File: src/rtl/proc_pkg.sv
// Shared constants for the parametrised bus processor: opcodes, step codes
// and bus-source selects.
package proc_pkg;

    localparam logic [2:0] OP_MV   = 3'b000;
    localparam logic [2:0] OP_MVI  = 3'b001;
    localparam logic [2:0] OP_ADD  = 3'b010;
    localparam logic [2:0] OP_SUB  = 3'b011;
    localparam logic [2:0] OP_AND  = 3'b100;
    localparam logic [2:0] OP_OR   = 3'b101;
    localparam logic [2:0] OP_MVNZ = 3'b110;
    localparam logic [2:0] OP_NOP  = 3'b111;

    typedef enum logic [1:0] {
        T0 = 2'b00,
        T1 = 2'b01,
        T2 = 2'b10,
        T3 = 2'b11
    } step_t;

    localparam logic [3:0] SEL_R0   = 4'd0;
    localparam logic [3:0] SEL_R7   = 4'd7;
    localparam logic [3:0] SEL_DIN  = 4'd8;
    localparam logic [3:0] SEL_G    = 4'd9;
    localparam logic [3:0] SEL_NONE = 4'd10;

    // Register k is bus source k, so the select is just the zero-extended index.
    function automatic logic [3:0] sel_reg(input logic [2:0] k);
        return {1'b0, k};
    endfunction

    function automatic logic is_alu(input logic [2:0] op);
        return (op == OP_ADD) || (op == OP_SUB) || (op == OP_AND) || (op == OP_OR);
    endfunction

endpackage

File: src/rtl/proc_param_regn_r.sv
// Generic load-enabled register with asynchronous active-low clear; used for
// R0-R7, A, G and IR.
module regn_r #(
    parameter int W = 9
) (
    input  logic         Clock,
    input  logic         Resetn,
    input  logic         en,
    input  logic [W-1:0] d,
    output logic [W-1:0] q
);

    // Storage element: clear on reset, load when enabled, otherwise hold.
    always_ff @(posedge Clock or negedge Resetn) begin
        if (!Resetn) begin
            q <= {W{1'b0}};
        end else if (en) begin
            q <= d;
        end else begin
            q <= q;
        end
    end

endmodule

File: src/rtl/proc_param.sv
// Multi-cycle bus processor with N-bit datapath: R0-R7, A, G, a shared bus and
// a Run-gated T0-T3 step machine executing one instruction per start.
module proc_param
    import proc_pkg::*;
#(
    parameter int N = 9
) (
    input  logic         Clock,
    input  logic         Resetn,
    input  logic         Run,
    input  logic [N-1:0] DIN,
    output logic         Done,
    output logic [N-1:0] BusWires
);

    step_t        step_r;
    step_t        step_nxt_s;
    logic [8:0]   ir_q_s;
    logic [N-1:0] r_q_s [8];
    logic [N-1:0] a_q_s;
    logic [N-1:0] g_q_s;
    logic [N-1:0] bus_s;
    logic [N-1:0] alu_s;
    logic [7:0]   r_in_s;
    logic         a_in_s;
    logic         g_in_s;
    logic         ir_in_s;
    logic         done_s;
    logic [3:0]   sel_s;
    logic [2:0]   op_s;
    logic [2:0]   x_s;
    logic [2:0]   y_s;

    assign op_s = ir_q_s[8:6];
    assign x_s  = ir_q_s[5:3];
    assign y_s  = ir_q_s[2:0];

    regn_r #(.W(9)) u_ir (
        .Clock (Clock), .Resetn (Resetn), .en (ir_in_s), .d (DIN[8:0]), .q (ir_q_s)
    );

    for (genvar k = 0; k < 8; k++) begin : g_regs
        regn_r #(.W(N)) u_r (
            .Clock (Clock), .Resetn (Resetn), .en (r_in_s[k]), .d (bus_s), .q (r_q_s[k])
        );
    end

    regn_r #(.W(N)) u_a (
        .Clock (Clock), .Resetn (Resetn), .en (a_in_s), .d (bus_s), .q (a_q_s)
    );

    regn_r #(.W(N)) u_g (
        .Clock (Clock), .Resetn (Resetn), .en (g_in_s), .d (alu_s), .q (g_q_s)
    );

    // Step register; an async reset abandons any instruction in flight.
    always_ff @(posedge Clock or negedge Resetn) begin
        if (!Resetn) begin
            step_r <= T0;
        end else begin
            step_r <= step_nxt_s;
        end
    end

    // Step sequencing and control decode from (step, IR, G).
    always_comb begin
        step_nxt_s = T0;
        ir_in_s    = 1'b0;
        a_in_s     = 1'b0;
        g_in_s     = 1'b0;
        r_in_s     = 8'b0;
        done_s     = 1'b0;
        sel_s      = SEL_NONE;
        case (step_r)
            T0: begin
                ir_in_s    = Run;
                step_nxt_s = Run ? T1 : T0;
            end
            T1: begin
                case (op_s)
                    OP_MV: begin
                        sel_s         = sel_reg(y_s);
                        r_in_s[x_s]   = 1'b1;
                        done_s        = 1'b1;
                    end
                    OP_MVI: begin
                        sel_s         = SEL_DIN;
                        r_in_s[x_s]   = 1'b1;
                        done_s        = 1'b1;
                    end
                    OP_MVNZ: begin
                        if (g_q_s != {N{1'b0}}) begin
                            sel_s       = sel_reg(y_s);
                            r_in_s[x_s] = 1'b1;
                        end else begin
                            sel_s       = SEL_NONE;
                        end
                        done_s        = 1'b1;
                    end
                    OP_NOP: begin
                        done_s        = 1'b1;
                    end
                    default: begin
                        sel_s         = sel_reg(x_s);
                        a_in_s        = 1'b1;
                        step_nxt_s    = T2;
                    end
                endcase
            end
            T2: begin
                if (is_alu(op_s)) begin
                    sel_s      = sel_reg(y_s);
                    g_in_s     = 1'b1;
                    step_nxt_s = T3;
                end else begin
                    step_nxt_s = T0;
                end
            end
            T3: begin
                if (is_alu(op_s)) begin
                    sel_s       = SEL_G;
                    r_in_s[x_s] = 1'b1;
                    done_s      = 1'b1;
                end else begin
                    done_s      = 1'b0;
                end
            end
            default: begin
                step_nxt_s = T0;
            end
        endcase
    end

    // Bus mux: a single source per step, zero when nothing drives it.
    always_comb begin
        bus_s = {N{1'b0}};
        if (sel_s <= SEL_R7) begin
            bus_s = r_q_s[sel_s[2:0]];
        end else if (sel_s == SEL_DIN) begin
            bus_s = DIN;
        end else if (sel_s == SEL_G) begin
            bus_s = g_q_s;
        end else begin
            bus_s = {N{1'b0}};
        end
    end

    // ALU feeding G; arithmetic wraps modulo 2^N.
    always_comb begin
        alu_s = {N{1'b0}};
        case (op_s)
            OP_ADD:  alu_s = a_q_s + bus_s;
            OP_SUB:  alu_s = a_q_s - bus_s;
            OP_AND:  alu_s = a_q_s & bus_s;
            OP_OR:   alu_s = a_q_s | bus_s;
            default: alu_s = a_q_s + bus_s;
        endcase
    end

    assign Done     = done_s;
    assign BusWires = bus_s;

endmodule

File: config.mk
export PLATFORM = sky130hd
export DESIGN_NAME = proc_param
export DESIGN_NICKNAME = d
export VERILOG_FILES = /design/src/rtl/proc_pkg.sv /design/src/rtl/proc_param_regn_r.sv /design/src/rtl/proc_param.sv
export SDC_FILE = /design/constraint.sdc
export NUM_CORES = 1
export LEC_CHECK = 0
export ABC_AREA = 1
export BUFFER_PORTS_ARGS = -buffer_cell sky130_fd_sc_hd__buf_2
export CAP_MARGIN = 30
export CORE_ASPECT_RATIO = 0.75
export CORE_MARGIN = 3
export CORE_UTILIZATION = 42
export CTS_CLUSTER_DIAMETER = 40
export DETAILED_ROUTE_END_ITERATION = 10
export SYNTH_ARGS = -nofsm -noshare
export SYNTH_HDL_FRONTEND = slang
export SYNTH_HIERARCHICAL = 1
export SYNTH_SLANG_ARGS = --single-unit
export TNS_END_PERCENT = 1
File: constraint.sdc
create_clock -name Clock -period 7 [get_ports Clock]
set_input_delay 0.35 -clock Clock [delete_from_list [all_inputs] [get_ports Clock]]
set_output_delay 0.35 -clock Clock [all_outputs]
set_load 0.05 [all_outputs]
## Word level (Yosys, flattened, before mapping)

Index checks and enable logic that the tools add are counted.

- Output and inout port bits: 10
- Flip-flop bits (word level): 101
- Logic and storage cells: 71
- Input bits: 12

- Reductions and logical operators: 9
- Mux-type cells: 29
- Bitwise gates (word level): 3
- Order comparisons: 4
- $add $sub $neg: 2
- Equality and inequality tests: 12

Operator list:

| cell | count |
|---|---|
| 2-to-1 mux 9 bit | 5 |
| case mux 8 bit (2 select lines) | 2 |
| binary-select mux 9 bit (select 3 bit) | 1 |
| case mux 9 bit (3 select lines) | 1 |
| 2-to-1 mux 8 bit | 2 |
| case mux 4 bit (4 select lines) | 1 |
| == test 3 bit, second input constant | 4 |
| case mux 4 bit (3 select lines) | 1 |
| adder 9 bit | 1 |
| AND 9 bit | 1 |
| OR 9 bit | 1 |
| nonzero test 9 bit | 1 |
| subtractor 9 bit | 1 |
| == test 4 bit, second input constant | 2 |
| 2-to-1 mux 1 bit | 8 |
| 2-to-1 mux 4 bit | 2 |
| == test 3 x 2 -> 1 bit, second input constant | 2 |
| 2-to-1 mux 2 bit | 3 |
| case mux 2 bit (3 select lines) | 1 |
| == test 2 bit, second input constant | 2 |
| >= comparator 4 bit, second input constant | 1 |
| <= comparator 4 x 3 -> 1 bit, second input constant | 1 |
| less-than comparator 3 x 4 -> 1 bit, second input constant | 1 |
| NOT 3 -> 4 bit | 1 |
| other kinds (11) | 13 |

## Longest topological paths before layout

Gate-level depths: netlist of the first run.

- Depth after elaboration: 13
- Depth in mapped cells: 43
- Gate-level depth less buffers: 41

## Hierarchy

Netlist of the first run, hierarchy kept.

By module, submodules not included:

| module | sequential area each (µm²) | cells each | area each (µm²) | times used |
|---|---|---|---|---|
| regn_r | 225.2 | 38 | 341.6 | 11 |
| proc_param | 50.0 | 442 | 2302.2 | 1 |

## Least setup slack after synthesis of the first run

No wires, ideal clock.

- Kind: flip-flop to flip-flop
- From: register u_ir.q[8]
- To: register u_g.q[8]
- Cell stages (with the launch flop): 39
- Buffers on the path: 2
- Period minus slack after synthesis: 4.190 ns
- Data required time: 6.884 ns
- Library setup time: 0.116 ns
- Slack: 2.810 ns
- Arrival time: 4.074 ns
- Path through: dfrtp_1 -> buf_6 -> inv_4 -> nand2_2 -> nand2_4 -> nand2_2 -> nor2_4 -> nand3_4 -> nand2_8 -> buf_4 -> nand2_1 -> nand3_1 -> o21ai_0 -> o21ai_0 -> nand2_1 -> nand2_1 -> nand2_1 -> inv_1 -> [... 3 more ...] -> o21ai_0 -> nand2_1 -> nand2_1 -> nand2_1 -> a21oi_1 -> nor2_1 -> inv_1 -> nand2_1 -> a21oi_1 -> inv_1 -> nand3_1 -> nand2_1 -> inv_1 -> nand3_1 -> nand3_1 -> nand2_1 -> nand2_1 -> nand2_1

- Cells in the longest elaborated chain, start to end: 13
- Elaborated cells between the ends (all ways): 32
- Classes of those cells: add/sub (2); order compare (1); eq/ne (9); mux (13); bitwise (3); reduce/logical (4)

Ends and longest elaborated chain:

| item | line | source |
|---|---|---|
| start: declaration | proc_param_regn_r.sv:10 | `output logic [W-1:0] q` |
| start signal: assignment | proc_param_regn_r.sv:16 | `q <= {W{1'b0}};` |
| start signal: assignment | proc_param_regn_r.sv:20 | `q <= q;` |
| == test 3 x 2 -> 1 bit | proc_pkg.sv:33 | `return (op == OP_ADD) \|\| (op == OP_SUB) \|\| (op == OP_AND) \|\| (op == OP_OR);` |
| logical OR 1 bit (3 in a row) | proc_pkg.sv:33 |  |
| 2-to-1 mux 2 bit or 2-to-1 mux 4 bit (tied branches) | proc_param.sv:120, proc_param.sv:111 |  |
| case mux 4 bit (3 select lines) * | proc_param.sv:74 | `case (step_r)` |
| NOT 3 -> 4 bit (not written as such) | proc_param.sv:138 | `bus_s = r_q_s[sel_s[2:0]];` |
| binary-select mux 9 bit (select 3 bit) | proc_param.sv:138 |  |
| 2-to-1 mux 9 bit (not written as such) (2 in a row) | proc_param.sv:138 |  |
| 2-to-1 mux 9 bit * | proc_param.sv:137 | `if (sel_s <= SEL_R7) begin` |
| named net BusWires[0] | proc_param.sv:13 | `output logic [N-1:0] BusWires` |
| adder 9 bit or subtractor 9 bit (tied branches) | proc_param.sv:152, proc_param.sv:156, proc_param.sv:153 |  |
| case mux 9 bit (3 select lines) * | proc_param.sv:151 | `case (op_s)` |
| named net alu_s[8] | proc_param.sv:23 | `logic [N-1:0] alu_s;` |
| end signal: assignment | proc_param_regn_r.sv:16 |  |
| end signal: assignment | proc_param_regn_r.sv:20 |  |
| end: declaration | proc_param_regn_r.sv:10 |  |

Mark *: on every way through the listed nets, which the timed path passes. The rest lies on a longest branch. The select of a mux whose other input is x is not followed.
A chain may end at the register's enable or synchronous reset.

## Worst setup path after layout of the first run

- From: register u_ir.q[8]
- To: register u_g.q[7]

- Cells in the longest elaborated chain, start to end: 13
- Elaborated cells between the ends (all ways): 32
- Classes of those cells: add/sub (2); order compare (1); eq/ne (9); mux (13); bitwise (3); reduce/logical (4)

Ends and longest elaborated chain:

| item | line |
|---|---|
| == test 3 x 2 -> 1 bit | proc_pkg.sv:33, proc_param.sv:151 |
| logical OR 1 bit (3 in a row) | proc_pkg.sv:33 |
| 2-to-1 mux 2 bit or 2-to-1 mux 4 bit (tied branches) | proc_param.sv:120, proc_param.sv:111 |
| case mux 4 bit (3 select lines) | proc_param.sv:74 |
| NOT 3 -> 4 bit (not written as such) | proc_param.sv:138 |
| binary-select mux 9 bit (select 3 bit) | proc_param.sv:138 |
| 2-to-1 mux 9 bit (not written as such) (2 in a row) | proc_param.sv:138 |
| 2-to-1 mux 9 bit | proc_param.sv:137 |
| adder 9 bit (tied with other cells) | proc_param.sv:152, proc_param.sv:156 |
| case mux 9 bit (3 select lines) * | proc_param.sv:151 |
| named net alu_s[7] | proc_param.sv:23 |

Marks and branches as above.

==> results.sh, run 1 <==
export IMPL_dp_slack_ns=2.10
export IMPL_postSynthAreaPerCell_um2=7.05
export IMPL_critPathSlowestCell="dfrtp_1"
export IMPL_postCtsSetupRepairBufs=0
export IMPL_netlist_instances=860
export IMPL_min_delay_path_class="input port to flip-flop"
export IMPL_setup_slack_ns=1.99
export IMPL_drive_gt1_share_pct=10.6
export IMPL_dieArea_um2=15900
export IMPL_finalSetupViolations=0
export IMPL_cts_buffers=9
export IMPL_clockRootBuffer="clkbuf_16"
export IMPL_synth_area_leaders="dfrtp_1, nand2_1, nand3_1"
export IMPL_crit_fanout=36
export IMPL_grt_pass1_vias=5013
export IMPL_fin_crit_sh_pct=71.6
export IMPL_clock_latency_ns=0.35
export IMPL_path_common_cell="nand2_1"
export IMPL_synth_top_area_share_pct=41.7
export IMPL_clkSinkCount=101
export IMPL_viasPerCell=5.08
export IMPL_grt_pass1_wl_mm=28.2
export IMPL_period_needed_ns=5.01
export IMPL_drc=0
export IMPL_synth_top_area_cell="dfrtp_1"
export IMPL_grt_ovfl_total=0
export IMPL_hold_viol=0
export IMPL_slew_headroom_pct=33.7
export IMPL_setup_tns_ns=0
export IMPL_grt_usage_pct=23.4
export IMPL_crit_arrival_ns=5.25
export IMPL_required_ns=7.24
export IMPL_synth_most_common_cell="nand2_1"
export IMPL_die_width_um=145
export IMPL_syn_area_um2=6060
export IMPL_endpoint_kind="flip-flop"
export IMPL_status="finished, final reports clean"
export IMPL_grt_start_max_net_pins=64
export IMPL_wire_per_inst_um=16.5
export IMPL_synth_ff_type="dfrtp_1"
export IMPL_max_freq_ghz=0.199
export IMPL_ff2ff_path_depth=32
export IMPL_num_vias=5450
export IMPL_io_buffers=21
export IMPL_dpl_cell_area_um2=6210
export IMPL_start_kind="flip-flop"
export IMPL_hpwl_mm=12.9
export IMPL_final_area_um2=6530
export IMPL_n_fill_cell=1451
export IMPL_start_util_pct=43.5
export IMPL_row_count=37
export IMPL_wl_mm=17.7
export IMPL_htree_levels=3
export IMPL_ant_nets=0
export IMPL_async_flop_share_pct=100
export IMPL_yosysWarnings=6
export IMPL_cts_resized=0
export IMPL_layout_cells_non_filler=1072
export IMPL_path_clk_slew_ns=0.07
export IMPL_synthTopCellsByCount="nand2_1, dfrtp_1, nand3_1"
export IMPL_routabilityCongestion=0.951
export IMPL_rsz0062_at_grt="false"
export IMPL_ys_ff_latch=101
export IMPL_cts_tree="built"
export IMPL_die_y_um=110
export IMPL_timing_max_cap_violations=0
export IMPL_tightestPinTransition_ns=0.991
export IMPL_hold_depth=3
export IMPL_synth_cell_types=43
export IMPL_synth_nets=884
export IMPL_crit_type="flip-flop to flip-flop"
export IMPL_cts_buffer_depth=2
export IMPL_drt_initial_drc_count=512
export IMPL_synth_edf_count=0
export IMPL_first_pass_iters=5
export IMPL_skew_ns=0.00662
export IMPL_area_growth_pct=7.81
export IMPL_design_core_area_um2=13900
export IMPL_placed_cells=1055
export IMPL_num_antenna_cells=0
export IMPL_ios=22
export IMPL_yosysSeqAreaShare_pct=41.7
export IMPL_slowest_delay_ns=0.54
export IMPL_report_final_slew_viol_count=0
export IMPL_antenna_found_initial=0
export IMPL_layout_nets=896
metal layers:
layer	share of wire (%)	global-route usage, %	wire [um]	up-vias
li1	-	-	-	2703
met1	51	36.8	8950	2501
met2	38	30.5	6780	221
met3	9.6	7.37	1710	25
met4	1.6	5.73	284	0
met5	0	0	0	-
layout make-up:
cell class                      instances  area (um^2)  area share, %
Tap cell                              195          244           3.73
Inverter                               74          285           4.37
Multi-Input combinational cell        663         3040           46.5
Sequential cell                       101         2530           38.7
Clock buffer                           10          239           3.66
Timing Repair Buffer                   23          125           1.92
Clock inverter                          6         76.3           1.17
worst max-delay path: cells and delay by family (launching register included):
kind	cells	cell delay, ns
simple gates	21	2.79
flops	1	0.54
fa+ha+maj	1	0.23
compound gates	5	0.84
buf+inv	5	0.49
path summary, 6_finish.rpt:
| path | slack [ns] | endpoint | start |
|---|---|---|---|
| worst max-delay path | 1.99 | u_g/q[7] | u_ir/q[8] |
| worst min-delay path | 0.24 | u_ir/q[7] | DIN[7] |
| worst max register to register | 1.99 | u_g/q[7] | u_ir/q[8] |
| worst min register to register | 0.47 | g_regs[2].u_r/q[5] | g_regs[2].u_r/q[5] |
| max in group asynchronous | 5.26 | u_g/q[0] | Resetn |
| min in group asynchronous | 0.51 | g_regs[0].u_r/q[7] | Resetn |
state kept, by name (all words and copies together), names as in the netlist:
| signal | cells |
|---|---|
| g_regs.u_r/q | 72 |
| u_a/q | 9 |
| u_g/q | 9 |
| u_ir/q | 9 |
| step_r | 2 |
cell usage in the layout (no fill, tap or decap), types with 3 or more instances in the layout:
cell,n
a21oi_1,16
inv_4,3
inv_2,20
nor2_2,4
ha_1,11
inv_6,3
nor2_1,31
xor2_1,3
o21ai_0,15
nand3_1,67
o22ai_1,5
nand2_1,452
a22oi_1,5
dfrtp_1,101
nand3b_1,10
buf_2,20
nor2_4,4
nand4_1,3
nand2_2,12
clkbuf_16,9
inv_1,49
cells by family after synthesis:
logic type,share of synthesized area [%]
AOI/OAI and AO/OA,5.39
xor gates and xnor gates,0.578
adders and majority gates,2.60
buffers and inverters,8.20
DFF,41.7
and+or+nand+nor,41.5
metrics by stage:
stage                     util (%)  hold slack, ns
after floorplan                  -          0.0544
after global placement        44.5           0.366
after detailed placement      44.5           0.370
after CTS                     46.9           0.237
after global routing          46.9           0.243
final                         46.9           0.240
timing repair:
action                                  in CTS  in global routing
endpoints found under the setup margin       0                  0
hold buffers                                 1                  0
hold endpoints to repair                     7                  0
Power of run 1 is not shown: default switching activity piles up to over one toggle a cycle in this logic, so the estimate is an artifact.
==> run 2: changes to the inputs <==
Clock period 7 ns to 4.9 ns, I/O delays scaled along.
==> run 2 against run 1 <==
  * Count of clock-buffer cells in the layout decreased by 1
  * Sequential cell count did not move
  * Clock skew grew 0.0013 ns
  * Design area up 3.3%
  * Setup slack lost 1.5 ns
  * Register-to-register slack got worse by 1.5 ns
==> results.sh, run 2 (synthesis results as in run 1) <==
export IMPL_top_register="g_regs.u_r/q"
export IMPL_post_route_util_pct=48.4
export IMPL_cts_buffers=9
export IMPL_io_buffers=21
export IMPL_wire_per_inst_um=16.0
export IMPL_slowest_delay_ns=0.45
export IMPL_clkSinkCount=101
export IMPL_report_final_slew_viol_count=0
export IMPL_layout_commonest_cell="nand2_1"
export IMPL_period_needed_ns=4.39
export IMPL_critical_path_top_delay_family="simple AND/OR/NAND/NOR gates"
export IMPL_crit_type="flip-flop to flip-flop"
export IMPL_first_pass_iters=6
export IMPL_row_count=37
export IMPL_wl_mm=17.5
export IMPL_grt_start_max_net_pins=61
export IMPL_slew_headroom_pct=30.6
export IMPL_drive_gt1_share_pct=13.9
export IMPL_min_delay_path_class="input port to flip-flop"
export IMPL_htree_levels=3
export IMPL_num_vias=5540
export IMPL_cts_buffer_depth=2
export IMPL_largest_reg_flops=72
export IMPL_drt_initial_drc_count=579
export IMPL_skew_ns=0.00790
export IMPL_n_fill_cell=1424
export IMPL_crit_fanout=25
export IMPL_routabilityCongestion=0.922
export IMPL_grt_pass1_vias=4969
export IMPL_worstReg2RegStart="u_ir/q[7]"
export IMPL_drc=0
export IMPL_fin_crit_sh_pct=89.5
export IMPL_critPathSlowestCell="dfrtp_1"
export IMPL_crit_start="u_ir/q[7]"
export IMPL_status="finished, final reports clean"
export IMPL_ios=22
export IMPL_finalSetupViolations=0
export IMPL_start_util_pct=43.5
export IMPL_layout_nets=921
export IMPL_endpoint_kind="flip-flop"
export IMPL_antenna_found_initial=0
export IMPL_area_growth_pct=11.3
export IMPL_hp_start="DIN[7]"
export IMPL_num_antenna_cells=0
export IMPL_viasPerCell=5.05
export IMPL_ant_nets=0
export IMPL_final_cell_mix="nand2_1, dfrtp_1, nand3_1"
export IMPL_critPathBufInv=7
export IMPL_clockRootBuffer="clkbuf_16"
export IMPL_dieArea_um2=15900
export IMPL_hpwl_mm=13.1
export IMPL_max_freq_ghz=0.228
export IMPL_required_ns=5.15
export IMPL_design_core_area_um2=13900
export IMPL_crit_arrival_ns=4.64
export IMPL_cts_tree="built"
export IMPL_clock_latency_ns=0.35
export IMPL_path_clk_slew_ns=0.07
export IMPL_tightestPinTransition_ns=1.04
export IMPL_timing_max_cap_violations=0
export IMPL_grt_pass1_wl_mm=28.6
export IMPL_start_kind="flip-flop"
export IMPL_hold_viol=0
export IMPL_path_common_cell="nand2_1"
export IMPL_grt_ovfl_total=0
export IMPL_die_y_um=110
export IMPL_die_width_um=145
export IMPL_grt_usage_pct=23.8
==> run 2: metal layers <==
layer,global-route usage (%),up-vias,routed length (um)
li1,-,2760,-
met1,39.3,2578,9430
met2,30.9,186,6610
met3,5.39,16,1320
met4,4.73,0,151
met5,0,-,0
==> run 2: layout make-up <==
cell class              count  area [um^2]  share of cell area (%)
multi-input cells         663         3060                    45.3
repair buffers             48          313                    4.64
flip-flops and latches    101         2530                    37.5
well taps                 195          244                    3.62
clock buffers               9          225                    3.34
inverters                  74          295                    4.38
clock inverters             7         82.6                    1.22
==> run 2: final timing paths <==
path / end / cells after the start / slack [ns]
min in group asynchronous: g_regs[1].u_r/q[4] / 2 / 0.53
hold reg to reg: g_regs[2].u_r/q[5] / 2 / 0.47
setup reg to reg: u_g/q[8] / 36 / 0.51
max in group asynchronous: u_ir/q[4] / 3 / 3.35
hold / removal: u_ir/q[7] / 3 / 0.14
setup / recovery: u_g/q[8] / 36 / 0.51
==> run 2: per-stage QoR <==
stage	TNS (ns)	hold WS [ns]	cell area [um^2]	setup WS [ns]	instances
after detailed placement	0	0.372	6360	0.341	1076
after floorplan	0	-0.0506	6060	0.710	860
final	0	0.138	6750	0.513	1097
after CTS	0	0.122	6680	0.315	1093
after global placement	0	0.381	6360	0.459	1076
after global routing	-0.000467	0.132	6750	-0.000467	1097
==> run 2: tightest hold or removal path: cells and delay by family <==
family / cells / cell delay [ns]
AND/OR/NAND/NOR: 2 / 0.10
buffers and inverters: 1 / 0.11
==> run 2: timing repair <==
item                       in CTS  in global routing
hold endpoints to repair        7                  0
setup endpoints to repair       0                  3
gates resized for setup         0                 12
hold buffers                    1                  0
setup buffers                   0                  4
Power of run 2 is left out for the same reason.
